[config.mk]
export PLATFORM = sky130hd
export DESIGN_NAME = rs232_rx
export DESIGN_NICKNAME = d
export VERILOG_FILES = /design/src/rtl/rs232_rx.sv
export SDC_FILE = /design/constraint.sdc
export NUM_CORES = 1
export LEC_CHECK = 0
export ABC_AREA = 1
export CAP_MARGIN = 20
export CORE_MARGIN = 5
export CORE_UTILIZATION = 55
export DETAILED_ROUTE_END_ITERATION = 10
export HOLD_SLACK_MARGIN = 0.15
export PLACE_DENSITY = 0.77
export SLEW_MARGIN = 30
export SYNTH_ARGS = -nofsm -noshare
export SYNTH_HDL_FRONTEND = slang
export SYNTH_SLANG_ARGS = --single-unit
[constraint.sdc]
create_clock -name clk_s -period 1.5 [get_ports clk_s]
set_input_delay 0.3 -clock clk_s [delete_from_list [all_inputs] [get_ports clk_s]]
set_output_delay 0.3 -clock clk_s [all_outputs]
set_load 0.1 [all_outputs]
[src/rtl/rs232_rx.sv]
// rs232_rx: 8N1 UART receiver that oversamples the line at CLKS_PER_BIT clocks per bit.
// Bits are sampled mid-bit; each good frame updates oDATA and pulses oDONE for one cycle.
module rs232_rx #(
    parameter int CLKS_PER_BIT = 6
) (
    input  logic       clk_s,
    input  logic       rstn_s,
    input  logic       iDATA,
    output logic [7:0] oDATA,
    output logic       oDONE
);
    localparam int HALF_BIT = CLKS_PER_BIT / 2;
    localparam int W = $clog2(CLKS_PER_BIT);
    localparam logic [W-1:0] LAST = W'(CLKS_PER_BIT - 1);
    localparam logic [W-1:0] HALF_LAST = W'(HALF_BIT - 1);

    typedef enum logic [1:0] {IDLE, START, DATA, STOP} state_t;

    state_t       state, state_n;
    logic         rx_m, rx_s;
    logic [W-1:0] cnt, cnt_n;
    logic [2:0]   idx, idx_n;
    logic [7:0]   shift, shift_n, data_n;
    logic         done_n;

    always_ff @(posedge clk_s) begin
        if (!rstn_s) begin
            rx_m  <= 1'b1;
            rx_s  <= 1'b1;
            state <= IDLE;
            cnt   <= '0;
            idx   <= '0;
            shift <= '0;
            oDATA <= '0;
            oDONE <= 1'b0;
        end else begin
            rx_m  <= iDATA;
            rx_s  <= rx_m;
            state <= state_n;
            cnt   <= cnt_n;
            idx   <= idx_n;
            shift <= shift_n;
            oDATA <= data_n;
            oDONE <= done_n;
        end
    end

    always_comb begin
        state_n = state;
        cnt_n   = cnt + 1'b1;
        idx_n   = idx;
        shift_n = shift;
        data_n  = oDATA;
        done_n  = 1'b0;
        case (state)
            IDLE: begin
                cnt_n = '0;
                if (!rx_s) state_n = START;
            end
            START: if (cnt == HALF_LAST) begin
                // a line that has gone high again by mid start bit was a glitch
                cnt_n   = '0;
                idx_n   = '0;
                state_n = rx_s ? IDLE : DATA;
            end
            DATA: if (cnt == LAST) begin
                cnt_n        = '0;
                shift_n[idx] = rx_s;
                idx_n        = idx + 1'b1;
                if (idx == 3'd7) state_n = STOP;
            end
            STOP: if (cnt == LAST) begin
                cnt_n   = '0;
                state_n = IDLE;
                if (rx_s) begin
                    data_n = shift;
                    done_n = 1'b1;
                end
            end
            default: state_n = IDLE;
        endcase
    end
endmodule

==> results of run 1 <==
-- flip-flops by register name, summed over array words and instances, names as in the netlist, named ones only --
register  count
cnt           3
oDONE         1
state         1
oDATA         8
shift         8
rx_m          1
rx_s          1
idx           3
-- synthesized netlist by cell type --
library cell	number
sky130_fd_sc_hd__a21oi_1	8
sky130_fd_sc_hd__buf_1	2
sky130_fd_sc_hd__buf_6	1
sky130_fd_sc_hd__dfxtp_1	27
sky130_fd_sc_hd__ha_1	2
sky130_fd_sc_hd__inv_1	24
sky130_fd_sc_hd__inv_2	1
sky130_fd_sc_hd__nand2_1	44
sky130_fd_sc_hd__nand3_1	19
sky130_fd_sc_hd__nand3_4	1
sky130_fd_sc_hd__nor2_1	44
sky130_fd_sc_hd__nor2_2	1
sky130_fd_sc_hd__nor3_1	3
sky130_fd_sc_hd__nor3_4	1
sky130_fd_sc_hd__nor4_1	1
sky130_fd_sc_hd__o211ai_1	1
sky130_fd_sc_hd__or2_2	2
sky130_fd_sc_hd__xor2_1	1
-- power by group through the flow --
stage	sequential [mW]	clock [mW]	combinational (mW)
after floorplan	0.742	0	0.0316
after global placement	0.743	0	0.0450
after detailed placement	0.743	0	0.0483
after CTS	0.728	0.328	0.0480
after global routing	0.729	0.360	0.0536
final	0.728	0.319	0.0478
-- worst paths after layout --
kind / startpoint / end / slack (ps) / depth (start not counted)
hold reg to reg: rx_m / rx_s / 450 / 1
hold / removal: rx_m / rx_s / 450 / 1
setup / recovery: state[0] / idx[1] / 190 / 6
setup reg to reg: state[0] / idx[1] / 190 / 6
-- metal layers --
layer	vias to the layer above	track usage
met5	-	0
met4	0	0.0960
met3	5	0.0226
met2	36	0.290
met1	521	0.184
li1	593	-
-- metrics by stage --
stage	instances	hold slack (ps)
4_1_cts	227	441
3_5_place_dp	223	406
2_1_floorplan	183	393
5_1_grt	227	461
6_report	227	445
3_3_place_gp	223	393
-- layout make-up --
class,count,share of cell area
multi-input combinational,128,0.385
tap,28,0.0232
clock buffer,3,0.0149
inverter,25,0.0622
timing repair buffer,15,0.153
clock inverter,1,0.00332
sequential,27,0.359
-- cell families after synthesis --
group,synth area share
DFF,0.438
buffers and inverters,0.0913
and+or+nand+nor,0.405
AOI/OAI and AO/OA,0.0385
adders and majority gates,0.0203
xor gates and xnor gates,0.00710
==> run summary, run 1 <==
The critical path required time is between 1500 and 2000 ps. The net switching power is around 250 uW. The TritonCTS clock tree is yes. CTS placed an instance of sky130_fd_sc_hd__clkbuf_4 at the clock tree root.

By area the synthesized netlist is led by sky130_fd_sc_hd__dfxtp_1 (44%), sky130_fd_sc_hd__nand2_1 (13%), sky130_fd_sc_hd__nor2_1 (13%). Of the total power, the clock network draws 0.292. The headroom to the max-slew limit came out at 0.789. The wire length the detailed router placed on met1 came out at 1110 um.

The number of diodes added for antenna fixing is 0. The area of the die is about 3300 um2. The combinational power share came out at 0.044. The detailed router placed around 1,200 vias in this run.

The shortest clock period the worst path allows after layout came out at ~1300 ps. Setup repair after global routing left no endpoint under its margin. The aggregate routed wire length is between 2000 and 2500 um.

The top fanout value on the critical path is 9. The cell with the biggest individual delay on the critical path is sky130_fd_sc_hd__dfxtp_1. The capturing element type of the critical path is a register. The standby leakage power is 0.639 nW. Signal routing reaches up to met4. Each instance of the synthesized netlist takes up on average around 6.7 um2. Clock-pin slew was measured on the worst setup and hold paths at approximately 140 ps. The area occupied by registers came out at ~540 um2. The layout net count came out at approximately 210. The multi-input combinational cells in the finished layout cover a total of between 500 and 600 um2. The worst clock skew is about 4.3 ps. The most frequent cell on the critical path is sky130_fd_sc_hd__nor2_1. The number of buffer and inverter instances along the worst setup path is 1.

sky130_fd_sc_hd__dfxtp_1 takes more of the synthesized area than any other cell. The DRC marker count from the first detailed-route iteration is 39. The DRC violations left is 0.

The number of nets handed over by synthesis was about 190. The average wire per standard cell came out at between 10 and 15 um. Counting distinct cell types in the post-synthesis netlist gives 18. The overall fraction of global-route tracks in use is 0.164.

The switching part of the total came out at 0.231. Traced cell by cell, the critical path runs through inv_1 > nand2_1 > nor2_2 > nor2_1 > nor2_1 > nor2_1. The number of antenna violations at the first check in global routing was 0. The clock passes through at most 2 buffers. The netlist area before placement is approximately 1200 um2. The part of the cycle the worst path needs came out at 0.876. The total number of clock tree sinks came out at 27. For the final routed database, the setup TNS stands at 0 ps.

The number of buffers inserted for hold repair after clock tree synthesis is 0. The top-level I/O count came out at 12. The count of filler cells inserted in the layout is approximately 190. The core region is roughly 2200 um2. Entering global routing, the biggest net connects 17 pins. The area added between synthesis and finish came out at 22.2%. The overall power is ~1.1 mW. The worst-case setup margin in the final layout came out at approximately 190 ps. The cell-internal power came out at around 840 uW.

The final core area utilization came out at 0.695. The worst ir drop on vdd came out at 703 uV. The count of standard-cell rows is 17.

In this run, CTS created clock tree buffers numbering 3. The slew at the pin closest to its max-slew limit came out at 317 ps. For this run, the slowest stage of the critical path takes about 380 ps. The relative contribution of sequential cells to total power is 0.665. The number of setup buffers added after CTS is 0.

The sum of met2 wire segment lengths after detailed routing came out at approximately 1200 um. The initial core utilization came out at 0.569. The post-synthesis instance total came out at 183. The Yosys warning count is 0. The data arrival time at the worst-slack endpoint is between 1500 and 2000 ps. Once layout is done, the placed cells without fillers occupy about 1500 um2. The routability congestion estimate from global placement is 0.879. The die height came out at 57.4 um. The flow ran to the end, and the final reports show no timing, DRC or antenna violations.

Detailed placement ended at an HPWL of between 1500 and 2000 um. The cell area power density came out at between 700 and 800 nW/um2. At the later pin of the worst-skew pair, clock insertion delay measures 330 ps.

Once placement finished, the instance area stood at roughly 1500 um2. In this run the remaining antenna-violating nets after routing total 0. From left edge to right edge, the die measures between 50 and 60 um.

The family of cells with the greatest summed delay on the critical path is simple AND/OR/NAND/NOR gates. In this run, post-CTS repair resized a total of 0 instances. The portion of synthesized cell area occupied by the leading cell type is 0.438. The maximum clock rate came out at between 700 and 800 MHz. The count of buffers inserted at the top-level ports came out at 11. STA classifies the critical path startpoint as a register. The share of cells above drive strength 1 is 0.116. The sum of met3 wire segment lengths after detailed routing is 137 um. The min-delay analysis places its worst path in the category reg2reg. The number of failing setup endpoints in the final timing report came out at 0.

The part of the Yosys area used for sequential elements came out at 0.438. Dividing the detail-routed via count by the number of cells gives ~5.1. The post-placement worst setup slack is about 190 ps. The total count of hold-check failures in the final report is 0.

The wire length of the first global-routing pass came out at 4280 um. The post-synthesis sequential element count is 27. The detailed-routing iteration count for the pre-antenna-repair pass is 4. The number of global-route vias before repair came out at 1,085. The critical path class is reg2reg. The number of pins exceeding their max-slew limit in the final report is 0.

The max-cap violation count is 0. The count of H-tree levels built during CTS came out at 1. The total overflow left after global routing is 0. In the layout the commonest cells are sky130_fd_sc_hd__nand2_1 (44), sky130_fd_sc_hd__nor2_1 (44), sky130_fd_sc_hd__dfxtp_1 (27).
No activity file was read; power rests on OpenSTA's default activity.
==> run 2: changes to the inputs <==
--- a/config.mk
+++ b/config.mk
@@ -7,11 +7,14 @@
 export LEC_CHECK = 0
 export ABC_AREA = 1
 export CAP_MARGIN = 20
+export CELL_PAD_IN_SITES_DETAIL_PLACEMENT = 1
+export CELL_PAD_IN_SITES_GLOBAL_PLACEMENT = 2
+export CORE_ASPECT_RATIO = 0.5
 export CORE_MARGIN = 5
-export CORE_UTILIZATION = 55
+export CORE_UTILIZATION = 30
 export DETAILED_ROUTE_END_ITERATION = 10
 export HOLD_SLACK_MARGIN = 0.15
-export PLACE_DENSITY = 0.77
+export PLACE_DENSITY_LB_ADDON = 0.1
 export SLEW_MARGIN = 30
 export SYNTH_ARGS = -nofsm -noshare
 export SYNTH_HDL_FRONTEND = slang
==> run 2 against run 1 <==
Compared with the run above: utilization shrank 29 points; critical endpoint unchanged; non-clock buffer count grew 2; first-iteration DRC count grew 36%; combinational power grew 7.5%; via count shrank 4.4%; clock skew is essentially flat; final area grew 5.4%; critical path depth is the same; total power grew 10%.
==> run summary, run 2 (same netlist as run 1, synthesis figures left out) <==
The depth of the most critical reg-to-reg path came out at 6 (unchanged). The die span in x came out at 101 um (+76%). The count of H-tree levels built during CTS was 1 (unchanged). The area added between synthesis and finish came out at 28.8%.

The worst ir drop on vdd is 301 uV (-57%). The deepest clock path buffer count is 2 (unchanged). The share of cells above drive strength 1 is 0.124 (+0.00880).

In the layout the commonest cells are sky130_fd_sc_hd__nand2_1 (44), sky130_fd_sc_hd__nor2_1 (44), sky130_fd_sc_hd__dfxtp_1 (27). The total count of hold-check failures in the final report is 0 (unchanged). The detailed placer's ending HPWL is 2290 um (+20%). The shortest clock period the worst path allows after layout is 1320 ps (+3.86 ps). The count of instances resized after the clock tree is built came out at 0 (unchanged). The capturing element type of the critical path is a register. The DRC marker count from the first detailed-route iteration came to 53 (+36%). The number of pins exceeding their max-slew limit in the final report came out at 0 (unchanged).

The post-route non-filler standard cell count came to 255 (+12%). The average wire per standard cell came out at 11.3 um (+3.0%). The maximum clock rate came out at 759 MHz (-0.29%). The top-level I/O count came to 12 (unchanged). The part of the cycle the worst path needs is 0.879 (+0.00257).

The pin count of the biggest net entering global routing came out at 17 (unchanged). The number of failing setup endpoints in the final timing report is 0 (unchanged). The startpoint of the worst setup timing path is state[0].

The routability congestion estimate from global placement came to 0.842 (-4.2%). The overall power came out at 1.21 mW (+10%). The DRC violations left came out at 0 (unchanged). The post-detailed-placement cell area is 1540 um2 (+4.1%). The startpoint identified for the worst hold timing path is rx_m.

The placeable core area is 3940 um2 (+82%). The number of global-route vias before repair is 1,133 (+4.4%). The setup slack of the worst register-to-register path came to 180 ps (about the same). The number of clock buffers inserted by TritonCTS is 3 (unchanged). The detailed-routing iteration count for the pre-antenna-repair pass came out at 4 (unchanged). The number of vias after detailed routing came out at 1,104 (-4.4%).

The standby leakage power is 0.656 nW (+2.6%). The worst setup path is launched from a register. The post-layout instance area came out at 1590 um2 (+5.4%).

The number of antenna violations at the first check in global routing came out at 0 (unchanged). The critical path required time is 1680 ps (-70 ps). In the final layout, the registers with the most flip-flops are oDATA (8), shift (8).

The top fanout value on the critical path is 9 (unchanged). The remaining global-route overflow came out at 0 (unchanged). The count of filler cells inserted in the layout is 489 (+160%). The overall fraction of global-route tracks in use is 0.112 (-0.0512). The total number of clock tree sinks was 27 (unchanged). The worst setup path is of the reg2reg kind. The slew at the pin closest to its max-slew limit was 344 ps (+27.2 ps). The clock transition at the registers of the reported paths came out at 100 ps (-40 ps). Setup repair after global routing left no endpoint under its margin. The final sum of negative setup slack is 0 ps (unchanged). The max-cap violation count is 0 (unchanged). The TritonCTS clock tree is yes. The worst-case setup margin in the final layout came out at 182 ps (-3.86 ps). The run finished with clean final reports. The startpoint identified for the worst register-to-register timing path is state[0].

The root buffer cell chosen for the clock tree is sky130_fd_sc_hd__clkbuf_8. The data arrival time at the worst-slack endpoint is 1500 ps (-60 ps). The hold path depth came out at 1 (unchanged). The area of the die is 5570 um2 (+69%). The headroom to the max-slew limit was 0.770 (-0.0181). The worst clock skew is 4.66 ps (+0.352 ps).

The cell area power density is 761 nW/um2 (+4.8%). The initial core utilization came out at 0.313 (-0.256). The number of buffers inserted for hold repair after clock tree synthesis came out at 0 (unchanged).

The post-placement worst setup slack came out at 152 ps (-35.4 ps). The number of diodes added for antenna fixing is 0 (unchanged). The count of standard-cell rows is 16 (-1).

The post-CTS setup buffer count came out at 0 (unchanged). The aggregate routed wire length is 2890 um (+16%). The detail-routed via count per cell is 4.33 (-15%). The worst hold slack came out at 417 ps (-27.7 ps). The final core area utilization came out at 0.403 (-0.292).

The worst register-to-register path ends at idx[1]. The total placed cells including tap cells is 251 (+13%). The count of buffers inserted at the top-level ports came out at 11 (unchanged).

The wire length of the first global-routing pass came out at 5090 um (+19%). The die height is 55.3 um (-3.5%). The worst min-delay path category is reg2reg. The hold-critical path endpoint is rx_s. The layout net count came to 207 (+0.98%). The number of nets still failing antenna checks after routing came to 0 (unchanged).

The clock network latency to the later pin of the worst-skew pair came out at 280 ps (-50 ps).
==> run 2: cell types whose count changed in the layout (fill, tap and decap cells not counted) <==
cell,previous run,this run
sky130_fd_sc_hd__buf_12,9,10
sky130_fd_sc_hd__buf_4,4,5
sky130_fd_sc_hd__clkbuf_4,3,0
sky130_fd_sc_hd__clkbuf_8,0,3
sky130_fd_sc_hd__clkinv_2,1,0
sky130_fd_sc_hd__clkinvlp_4,0,1
==> run 2: worst max path at each step <==
stage / endpoint / slack (ps) / cells past startpoint
global route: idx[1] / 0.9 / 6
CTS: idx[1] / 180 / 6
global placement: rx_s / 220 / 3
finish: idx[1] / 180 / 6
floorplan: oDATA[0] / 280 / 0
detailed placement: rx_m / 150 / 3
==> run 2: power by group <==
| group | internal, mW | total, mW | switching, mW |
|---|---|---|---|
| combinational | 0.0206 | 0.0514 | 0.0308 |
| sequential | 0.721 | 0.725 | 0.00406 |
| clock | 0.189 | 0.432 | 0.243 |
==> run 2: final cells by class <==
| cell class | count | area (um2) | share of cell area |
|---|---|---|---|
| repair buffers | 17 | 258 | 0.162 |
| well taps | 54 | 67.6 | 0.0425 |
| multi-input cells | 128 | 581 | 0.365 |
| clock buffers | 3 | 41.3 | 0.0260 |
| clock inverters | 1 | 7.51 | 0.00472 |
| inverters | 25 | 93.8 | 0.0591 |
| flip-flops and latches | 27 | 541 | 0.340 |
==> run 2: metal layers <==
layer  vias up  global-route usage  part of all wire
li1        598                   -                 -
met1       490               0.143              0.51
met2        14               0.190              0.45
met3         2              0.0352             0.037
met4         0              0.0173            0.0052
met5         -                   0                 0
==> run 2: worst max-delay path, stage by stage, from the launching register on <==
cell	delay, ps
sky130_fd_sc_hd__dfxtp_1	360
sky130_fd_sc_hd__inv_1	120
sky130_fd_sc_hd__nand2_1	120
sky130_fd_sc_hd__nor2_2	330
sky130_fd_sc_hd__nor2_1	140
sky130_fd_sc_hd__nor2_1	110
sky130_fd_sc_hd__nor2_1	50
==> run 3: changes to the inputs <==
--- a/config.mk
+++ b/config.mk
@@ -13,6 +13,7 @@
 export CORE_MARGIN = 5
 export CORE_UTILIZATION = 30
 export DETAILED_ROUTE_END_ITERATION = 10
+export GPL_TIMING_DRIVEN = 0
 export HOLD_SLACK_MARGIN = 0.15
 export PLACE_DENSITY_LB_ADDON = 0.1
 export SLEW_MARGIN = 30
==> run 3 against run 2 <==
Compared with the run above: fmax fell by 9.0%; hold slack better by 5.1 ps; die area unchanged; worst setup slack lost 130 ps; register-to-register slack got worse by 40 ps; wire length shrank 0.55%; sequential cell count unchanged; critical path depth is 5 lower; clock skew about the same; sequential power is essentially flat; non-clock buffer count shrank 1; first-iteration DRC count shrank 23%; critical endpoint is now oDONE.
==> run summary, run 3 (same netlist as run 1, synthesis figures left out) <==
The flow ran to the end, and the final reports show no timing, DRC or antenna violations. The detail-routed via count per cell is 4.43 (+2.2%). The headroom to the max-slew limit is 0.626 (-0.144). In the final layout, the registers with the most flip-flops are oDATA (8), shift (8). The number of nets still failing antenna checks after routing is 0 (unchanged).

The number of clock buffers inserted by TritonCTS came out at 3 (unchanged). The DRC marker count from the first detailed-route iteration is 41 (-23%). The aggregate routed wire length is 2880 um (-0.55%). The part of the cycle the worst path needs is 0.966 (+0.0868).

The number of diodes added for antenna fixing is 0 (unchanged). The slew at the pin closest to its max-slew limit came to 561 ps (+217 ps). The clock network latency to the later pin of the worst-skew pair is 280 ps (about the same). The count of standard-cell rows is 16 (unchanged). The standby leakage power is 0.621 nW (-5.3%).

The top cell types in the final layout, fill and taps aside, are sky130_fd_sc_hd__nand2_1 (44), sky130_fd_sc_hd__nor2_1 (43), sky130_fd_sc_hd__dfxtp_1 (27). The maximum clock rate is 690 MHz (-9.0%). The number of antenna violations at the first check in global routing came out at 0 (unchanged). The critical path required time came out at 1200 ps (-480 ps). The shortest clock period the worst path allows after layout is 1450 ps (+130 ps). Setup repair after global routing left no endpoint under its margin. The worst ir drop on vdd came out at 341 uV (+13%). The total number of clock tree sinks came out at 27 (unchanged). The TritonCTS clock tree is yes. For this design, the slowest cell found on the critical path is sky130_fd_sc_hd__clkdlybuf4s15_2.

The post-detailed-placement cell area came out at 1410 um2 (-8.4%). The final core area utilization was 0.366 (-0.0368). The worst clock skew is 4.38 ps (-0.274 ps). The area of the die came out at 5570 um2 (unchanged). The DRC violations left is 0 (unchanged). The die height is 55.3 um (unchanged). The overall power came out at 1.21 mW (about the same).

The average wire per standard cell came to 11.3 um (-0.16%). Clock tree synthesis selected as its root buffer the cell sky130_fd_sc_hd__clkbuf_8. The die span in x is 101 um (unchanged). The pin count of the biggest net entering global routing is 17 (unchanged).

The worst-case setup margin in the final layout is 51.6 ps (-130 ps). The longest individual stage delay on the worst path is 550 ps (+190 ps). The data arrival time at the worst-slack endpoint is 1150 ps (-350 ps). The top-level I/O count is 12 (unchanged).

The category of the worst setup path launch point is a register. The detailed-routing iteration count for the pre-antenna-repair pass came to 4 (unchanged). The initial core utilization came out at 0.313 (unchanged).

The number of buffers inserted for hold repair after clock tree synthesis came to 0 (unchanged). The leading cell type in the layout, fill and taps excluded is sky130_fd_sc_hd__nand2_1. The overall fraction of global-route tracks in use was 0.115 (+0.00259).

Among cell families on the critical path, the largest total delay comes from buffers and inverters. The layout net count is 206 (-0.48%). The cell area power density came to 836 nW/um2 (+10%). The deepest clock path buffer count is 2 (unchanged).

The min-delay analysis places its worst path in the category reg2reg. The worst setup path is captured at an output port. The top fanout value on the critical path is 1 (-8). The placeable core area came out at 3940 um2 (unchanged). The count of buffers inserted at the top-level ports came to 11 (unchanged). The routability congestion estimate from global placement came to 0.725 (-14%). The detailed placer's ending HPWL came out at 2200 um (-4.0%). The number of vias after detailed routing is 1,124 (+1.8%). The share of cells above drive strength 1 is 0.115 (-0.00938). The remaining global-route overflow is 0 (unchanged). The wire length of the first global-routing pass is 5090 um (unchanged). The number of global-route vias before repair came out at 1,097 (-3.2%). The max-cap violation count is 0 (unchanged). The number of buffer and inverter instances along the worst setup path came out at 1 (unchanged). The clock transition at the registers of the reported paths came out at 90 ps (about the same). The critical path class is reg2out.

The count of H-tree levels built during CTS is 1 (unchanged). The area added between synthesis and finish is 17.0%. The total count of hold-check failures in the final report came out at 0 (unchanged).

The critical path goes through clkdlybuf4s15_2. The number of failing setup endpoints in the final timing report came out at 0 (unchanged). The post-placement worst setup slack was -246 ps (-398 ps). The post-layout instance area is 1440 um2 (-9.1%).

The number of pins exceeding their max-slew limit in the final report is 0 (unchanged).
## run 3: cell count changes in the layout (fill, tap and decap cells not counted), sizes merged
cell | before | now
buf | 15 | 13
clkdlybuf4s15 | 0 | 1
## run 3: where the power goes
group / switching [mW] / total (mW) / leakage (nW) / internal (mW)
Sequential: 0.00548 / 0.727 / 0.218 / 0.721
Combinational: 0.0308 / 0.0478 / 0.381 / 0.0170
Clock: 0.244 / 0.433 / 0.0217 / 0.189
## run 3: layout make-up
class / instances / area, um2
repair buffers: 13 / 86.3
flip-flops and latches: 27 / 541
clock buffers: 3 / 41.3
inverters: 25 / 93.8
clock inverters: 1 / 7.51
plain buffers: 3 / 18.8
well taps: 54 / 67.6
fillers: 512 / 2500
multi-input cells: 128 / 588
## run 3: repair_timing
| action | 4_1_cts | 5_1_grt |
|---|---|---|
| setup buffers | 0 | 2 |
| gates resized for setup | 27 | 18 |
| pin swaps | 0 | 1 |
| endpoints found under the setup margin | 9 | 19 |
## run 3: per-stage QoR
step / instances / hold WS (ps) / TNS [ps]
floorplan: 183 / 393 / 0
global placement: 248 / 396 / -2760
detailed placement: 248 / 403 / -2990
CTS: 252 / 427 / 0
global route: 254 / 432 / 0
finish: 254 / 423 / 0
## run 3: final timing paths
check / slack, ps / cells past startpoint / start / to
max: 50 / 1 / oDONE / oDONE
min: 420 / 1 / rx_m / rx_s
max reg2reg: 140 / 6 / cnt[0] / oDATA[2]
min reg2reg: 420 / 1 / rx_m / rx_s
## run 3: layer usage
metal | track usage | up-vias | share of wire | wire length (um)
met1 | 0.147 | 504 | 0.52 | 1500
met5 | 0 | - | 0 | 0
met2 | 0.183 | 16 | 0.42 | 1200
li1 | - | 600 | - | -
met4 | 0.0345 | 0 | 0.012 | 34
met3 | 0.0377 | 4 | 0.048 | 139
## run 3: worst register-to-register path, stage by stage, from the launching register on
cell and delay, ps:
sky130_fd_sc_hd__dfxtp_1 450, sky130_fd_sc_hd__nand3_4 180, sky130_fd_sc_hd__nor3_4 320, sky130_fd_sc_hd__buf_6 180
sky130_fd_sc_hd__nand2_1 50, sky130_fd_sc_hd__nand2_1 60, sky130_fd_sc_hd__nor2_1 40
